===== src/rtl/ex_mem_stage.sv =====
// EX/MEM pipeline stage: latches ALU results, issues loads/stores to the D-cache, stalls EX while
// a cache access is outstanding. Optional misaligned-access trap under EXMEM_MISALIGN_TRAP_EN.
module ex_mem_stage #(
  parameter int unsigned bit_size = 32,
  parameter int unsigned reg_bits = 5
) (
  input  logic                clk,
  input  logic                rst,
  input  logic                ex_valid,
  input  logic [bit_size-1:0] ALUOut,
  input  logic                Zero,
  input  logic [bit_size-1:0] ex_WD,
  input  logic [reg_bits-1:0] ex_WR,
  input  logic                ex_RegWrite,
  input  logic                ex_MemRead,
  input  logic                ex_MemWrite,
  input  logic                ex_Branch,
  input  logic                flush,
  output logic                ex_stall,
  output logic                BranchTaken,
  output logic                DC_req,
  output logic                DC_we,
  output logic [bit_size-1:0] DC_addr,
  output logic [bit_size-1:0] DC_wdata,
  input  logic                DC_ready,
  input  logic [bit_size-1:0] DC_rdata,
  output logic                wb_valid,
  output logic                wb_RegWrite,
  output logic [reg_bits-1:0] wb_WR,
  output logic [bit_size-1:0] wb_Data,
  output logic                misalign
);

  typedef enum logic [0:0] {StIdle, StReq} state_e;

  state_e              state_q;
  logic                m_valid_q;
  logic                regwrite_q;
  logic                load_q;
  logic                we_q;
  logic                misalign_q;
  logic [reg_bits-1:0] wr_q;
  logic [bit_size-1:0] data_q;
  logic [bit_size-1:0] addr_q;
  logic [bit_size-1:0] wdata_q;

  logic accept;
  logic is_mem;
  logic trap;

  assign accept = ex_valid & ~flush;
  assign is_mem = ex_MemRead | ex_MemWrite;

`ifdef EXMEM_MISALIGN_TRAP_EN
  assign trap = is_mem & (|ALUOut[1:0]);
`else
  assign trap = 1'b0;
`endif

  always_ff @(posedge clk or posedge rst) begin
    if (rst) begin
      state_q    <= StIdle;
      m_valid_q  <= 1'b0;
      regwrite_q <= 1'b0;
      load_q     <= 1'b0;
      we_q       <= 1'b0;
      misalign_q <= 1'b0;
      wr_q       <= '0;
      data_q     <= '0;
      addr_q     <= '0;
      wdata_q    <= '0;
    end else begin
      unique case (state_q)
        StIdle: begin
          m_valid_q  <= 1'b0;
          misalign_q <= 1'b0;
          if (accept) begin
            wr_q       <= ex_WR;
            data_q     <= ALUOut;
            addr_q     <= {ALUOut[bit_size-1:2], 2'b00};
            wdata_q    <= ex_WD;
            we_q       <= ex_MemWrite;
            load_q     <= ex_MemRead & ~ex_MemWrite;
            // Stores and trapped accesses never write the register file.
            regwrite_q <= ex_RegWrite & ~ex_MemWrite & ~trap;
            misalign_q <= trap;
            if (is_mem && !trap) begin
              state_q <= StReq;
            end else begin
              m_valid_q <= 1'b1;
            end
          end
        end
        StReq: begin
          if (DC_ready) begin
            state_q   <= StIdle;
            m_valid_q <= 1'b1;
            if (load_q) data_q <= DC_rdata;
          end
        end
        default: state_q <= StIdle;
      endcase
    end
  end

  assign ex_stall    = (state_q == StReq);
  assign DC_req      = (state_q == StReq);
  assign DC_we       = we_q;
  assign DC_addr     = addr_q;
  assign DC_wdata    = wdata_q;
  assign BranchTaken = ex_valid & ex_Branch & Zero & ~flush;
  assign wb_valid    = m_valid_q;
  assign wb_RegWrite = regwrite_q;
  assign wb_WR       = wr_q;
  assign wb_Data     = data_q;
  assign misalign    = misalign_q;

endmodule


===== config.mk =====
export PLATFORM = sky130hd
export DESIGN_NAME = ex_mem_stage
export DESIGN_NICKNAME = d
export VERILOG_FILES = /design/src/rtl/ex_mem_stage.sv
export SDC_FILE = /design/constraint.sdc
export NUM_CORES = 1
export LEC_CHECK = 0
export BUFFER_PORTS_ARGS = -buffer_cell sky130_fd_sc_hd__buf_2
export CORE_ASPECT_RATIO = 1.25
export CORE_UTILIZATION = 42
export CTS_BUF_LIST = sky130_fd_sc_hd__clkbuf_8 sky130_fd_sc_hd__clkbuf_16
export DETAILED_ROUTE_END_ITERATION = 6
export GPL_TIMING_DRIVEN = 1
export HOLD_SLACK_MARGIN = 0.15
export PLACE_DENSITY = 0.88
export SYNTH_ARGS = -nofsm -noshare
export SYNTH_HDL_FRONTEND = slang
export SYNTH_SLANG_ARGS = --single-unit

===== constraint.sdc =====
create_clock -name clk -period 3 [get_ports clk]
set_input_delay 0.15 -clock clk [delete_from_list [all_inputs] [get_ports clk]]
set_output_delay 0.15 -clock clk [all_outputs]
set_load 0.1 [all_outputs]

## Word level (Yosys, flattened, before mapping)

Index checks and enable logic that the tools add are counted.

| operators by class | value |
|---|---|
| $lt $le $gt $ge | 0 |
| shifts and indexed selects | 0 |
| multiplexer cells | 12 |
| reductions and logical operators | 2 |
| add/subtract/negate cells | 0 |
| divide/modulo/power cells | 0 |
| equal/unequal tests | 3 |
| bitwise gates (word level) | 10 |
| multiply operators | 0 |

Operator list:

| cell | count |
|---|---|
| $mux W32 | 3 |
| $pmux W32 S2 | 1 |
| $and A1 B1 Y1 | 6 |
| $mux W1 | 6 |
| $ne A2 B2 Y1 const B | 2 |
| $pmux W1 S2 | 2 |
| $not A1 Y1 | 3 |
| $reduce_and A3 Y1 | 1 |
| $ne A2 B1 Y1 const B | 1 |
| $reduce_and A2 Y1 | 1 |
| $or A1 B1 Y1 | 1 |

| storage, ports and cells | value |
|---|---|
| register bits after elaboration | 104 |
| latch bits | 0 |
| output and inout bits | 108 |
| memories | 0 |
| word-level logic and storage cells | 36 |
| bits in read-only memories | 0 |
| RAM bits | 0 |

## Longest topological paths before layout

| depth | value |
|---|---|
| depth in word-level cells | 4 |
| mapped depth | 5 |
| depth with buffers taken out | 3 |

## Least setup slack after synthesis

OpenSTA, ideal clock, no wires.

| timing path | value |
|---|---|
| path type | input port to output port |
| start point | input port flush |
| end point | output port BranchTaken |
| setup slack | 0.962 ns |
| buffers on the path | 2 |
| data required time | 2.850 ns |
| data arrival time | 1.888 ns |
| stages | 4 |
| path through | nand2b_1 -> buf_2 -> clkbuf_1 -> nor2_1 |

| between the ends | value |
|---|---|
| cells in the longest elaborated chain, start to end | 2 |

RTL lines:

| element | RTL line | text |
|---|---|---|
| from (decl) | 18 | `input logic flush,` |
| $not A1 Y1 | 111 | `assign BranchTaken = ex_valid & ex_Branch & Zero & ~flush;` |
| $and A1 B1 Y1 | 111 |  |
| to (decl) | 20 | `output logic BranchTaken,` |

No other way between the ends.

## Worst setup path in the final report

| timing path | value |
|---|---|
| start point | input port DC_ready |
| end point | register data_q[1], in the netlist wb_Data[1] |

| between the ends | value |
|---|---|
| cells in the longest elaborated chain, start to end | 2 |

RTL lines:

| element | RTL line | text |
|---|---|---|
| from (decl) | 25 | `input logic DC_ready,` |
| $ne A2 B2 Y1 (no line) | - |  |
| $reduce_and A3 Y1 (no line) | - |  |
| to (signal assigned) | 79 | `data_q <= ALUOut;` |
| to (signal assigned) | 98 | `if (load_q) data_q <= DC_rdata;` |
| to (decl) | 43 | `logic [bit_size-1:0] data_q;` |

No other way between the ends.
A chain may end at the register's enable or synchronous reset.

==> results.yml <==
status:
  status: "complete, no violations"
worst_setup_path:
  cp.required_ps: 3270
  cpMostUsedCell: "dlygate4sd3_1"
  cp_slowest_cell: "dlygate4sd3_1"
  cp_max_fo: 19
  crit_family: "buffers and inverters"
  cp-end-kind: "flop"
  crit_buf_inv: 4
  start_kind: "input port"
  cp.arrival_ps: 2660
  critPathKind: "in -> reg"
  cp_cell_sequence: "dlygate4sd3_1 -> buf_2 -> and2_1 -> buf_4 -> a211oi_1 -> nor3_1 -> dlygate4sd3_1"
  max_stage_delay_ps: 580
  rrSetupSlack_ps: 620
logic_synthesis:
  synth_edf_count: 0
  synth_common_cells: "nand2_1 (210), dfrtp_1 (104), nand3_1 (60)"
  synth_area_um2: 4490
  syn_avg_cell_area_um2: 9.01
  ys.flop_type: "dfrtp_1"
  yosys.area.top_type_share_pct: 58.0
  async_flop_share_pct: 100
  synth_area_leaders: "dfrtp_1 (58%), nand2_1 (18%), nand3_1 (6.7%)"
  yosysTopAreaCell: "dfrtp_1"
  ys_ff_latch: 104
  ys_types: 22
  syn_inst: 498
  ys_seq_area_share_pct: 58.0
  synth_warnings: 0
  yosysMostFrequentCell: "nand2_1"
clocking:
  postCtsSetupBuffers: 0
  cts.sinks: 104
  cts_tree: "built"
  cts-root-buf: "clkbuf_16"
  holdBufCountCts: 109
  worst_skew_pair.late_latency_ps: 330
  cts_buffers: 9
  cts_resized: 0
  clk_pin_slew_worst_paths_ps: 70
  htree_levels: 3
  clock_path_buffers: 2
final_layout:
  num_antenna_cells: 0
  final_cell_area_um2: 6980
  drive_gt1_share_pct: 30.0
  fin_util_pct: 68.0
  layoutNonFillerInstCount: 937
  syn_to_final_growth_pct: 55.5
  fin_nets: 914
timing:
  finalSetupViolations: 0
  final_max_slew_viol_count: 0
  min_period_ps: 2390
  min_period_over_period_pct: 79.7
  relSlewSlack_pct: 44.5
  worstMarginPinSlew_ps: 832
  rsz0062_at_grt: "no"
  finClkSkew_ps: 7.67
  tns_ps: 0
  finalHoldViolations: 0
  fmax_mhz: 418
drt:
  detail-route-antenna-nets: 0
  drt_iter0_drc: 287
  drc: 0
  routed_via_density: 5.15
  via_count: 4826
  wl_per_cell_um: 16.2
  wl_mm: 15.2
  firstDrtPassIters: 5
grt:
  gr-total-overflow: 0
  grt_max_degree: 87
  track_usage_pct: 27.9
  grt_first_pass_wirelength_mm: 23.8
  grt_pass1_vias: 4841
  antenna_found_initial: 0
floorplan:
  io_pins: 219
  dieArea_um2: 11100
  coreArea_um2: 10300
  die_w_um: 94.4
  row_count: 41
  die_h_um: 118
  initial_core_util_pct: 43.7
job:
  maxCapViolCount: 0
pwr:
  p_per_area_nw_per_um2: 909
  cellLeakagePower_uw: 0.00372
  irDropWorstVdd_uv: 593
place:
  routabilityCongestion: 0.782
  numPortBuffers: 215
  placed_cells: 812
  placed_area_um2: 5570
  hpwl_mm: 8.49
hold_path:
  holdCritPathClass: "in -> reg"
cells by family after synthesis:
family                 share of synthesized area [%]
AND/OR/NAND/NOR                                 35.5
flip-flops                                      58.0
buffers and inverters                           5.58
AO/OA/AOI/OAI                                  0.809
other                                         0.0836
report_power, final:
part           switching, µW  leakage (µW)  internal (µW)
Sequential               199       0.00129           1690
Clock                    483      0.000166            744
Combinational           2700       0.00226            522
Total                   3380       0.00372           2960
worst min-delay path: cells and delay by family:
kind / cells / cell delay [ps]
and+or+nand+nor: 3 / 200
buffers and inverters: 2 / 310
state kept, by name, summed over array words and instances, names as in the netlist:
| register | count |
|---|---|
| DC_addr | 30 |
| DC_req | 1 |
| DC_wdata | 32 |
| DC_we | 1 |
| load_q | 1 |
| wb_Data | 32 |
| wb_RegWrite | 1 |
| wb_WR | 5 |
| wb_valid | 1 |
stage by stage:
| stage | worst slack [ps] | total power [µW] | hold slack [ps] |
|---|---|---|---|
| 2_1_floorplan | 118 | 4460 | 245 |
| 3_3_place_gp | 1180 | 4940 | 297 |
| 3_5_place_dp | 1150 | 4980 | 300 |
| 4_1_cts | 671 | 6340 | 355 |
| 5_1_grt | 498 | 6560 | 401 |
| 6_report | 609 | 6340 | 367 |
final cells by class:
type,count,area (µm²)
Tap cell,129,161
Fill cell,751,3280
Timing Repair Buffer,334,2240
Sequential cell,104,2600
Multi-Input combinational cell,353,1650
Clock buffer,10,239
Clock inverter,6,76.3
Inverter,1,6.26
per-layer routing:
metal  routed length (µm)  GRT usage (%)  up-vias
li1                     -              -     2249
met2                 7730           48.5      256
met3                 1060           5.43       56
met4                  603           14.3        0
met5                    0              0        -
met1                 5810           31.8     2265
worst paths after layout:
path,start,end,cells after the start
max in group asynchronous,rst,DC_wdata[31],4
hold / removal,flush,DC_addr[15],5
min in group asynchronous,rst,wb_Data[2],3
setup reg to reg,DC_req,wb_Data[2],5
hold reg to reg,DC_wdata[18],DC_wdata[18],2
setup / recovery,DC_ready,wb_Data[1],7
cell usage in the layout, fill, tap and decap left out:
cell	Yosys	final
nand2_1	210	210
nand2b_1	2	2
nand4_1	30	30
dfrtp_2	0	1
clkbuf_8	0	1
nand3b_1	32	32
buf_4	4	10
or3b_2	0	1
nor3b_2	0	1
o41ai_1	1	1
a211oi_1	2	2
nor3_1	4	4
dfrtp_1	104	103
nand3_1	60	60
o21ai_0	1	1
inv_1	1	3
o31ai_1	1	1
nor3b_1	3	2
buf_2	17	215
inv_4	0	1
dlygate4sd3_1	0	109
clkbuf_16	0	9
conb_1	1	3
nor2_1	2	2
and2_1	1	1
bufinv_16	0	2
clkinv_2	0	1
Power figures use the tool's default switching activity.
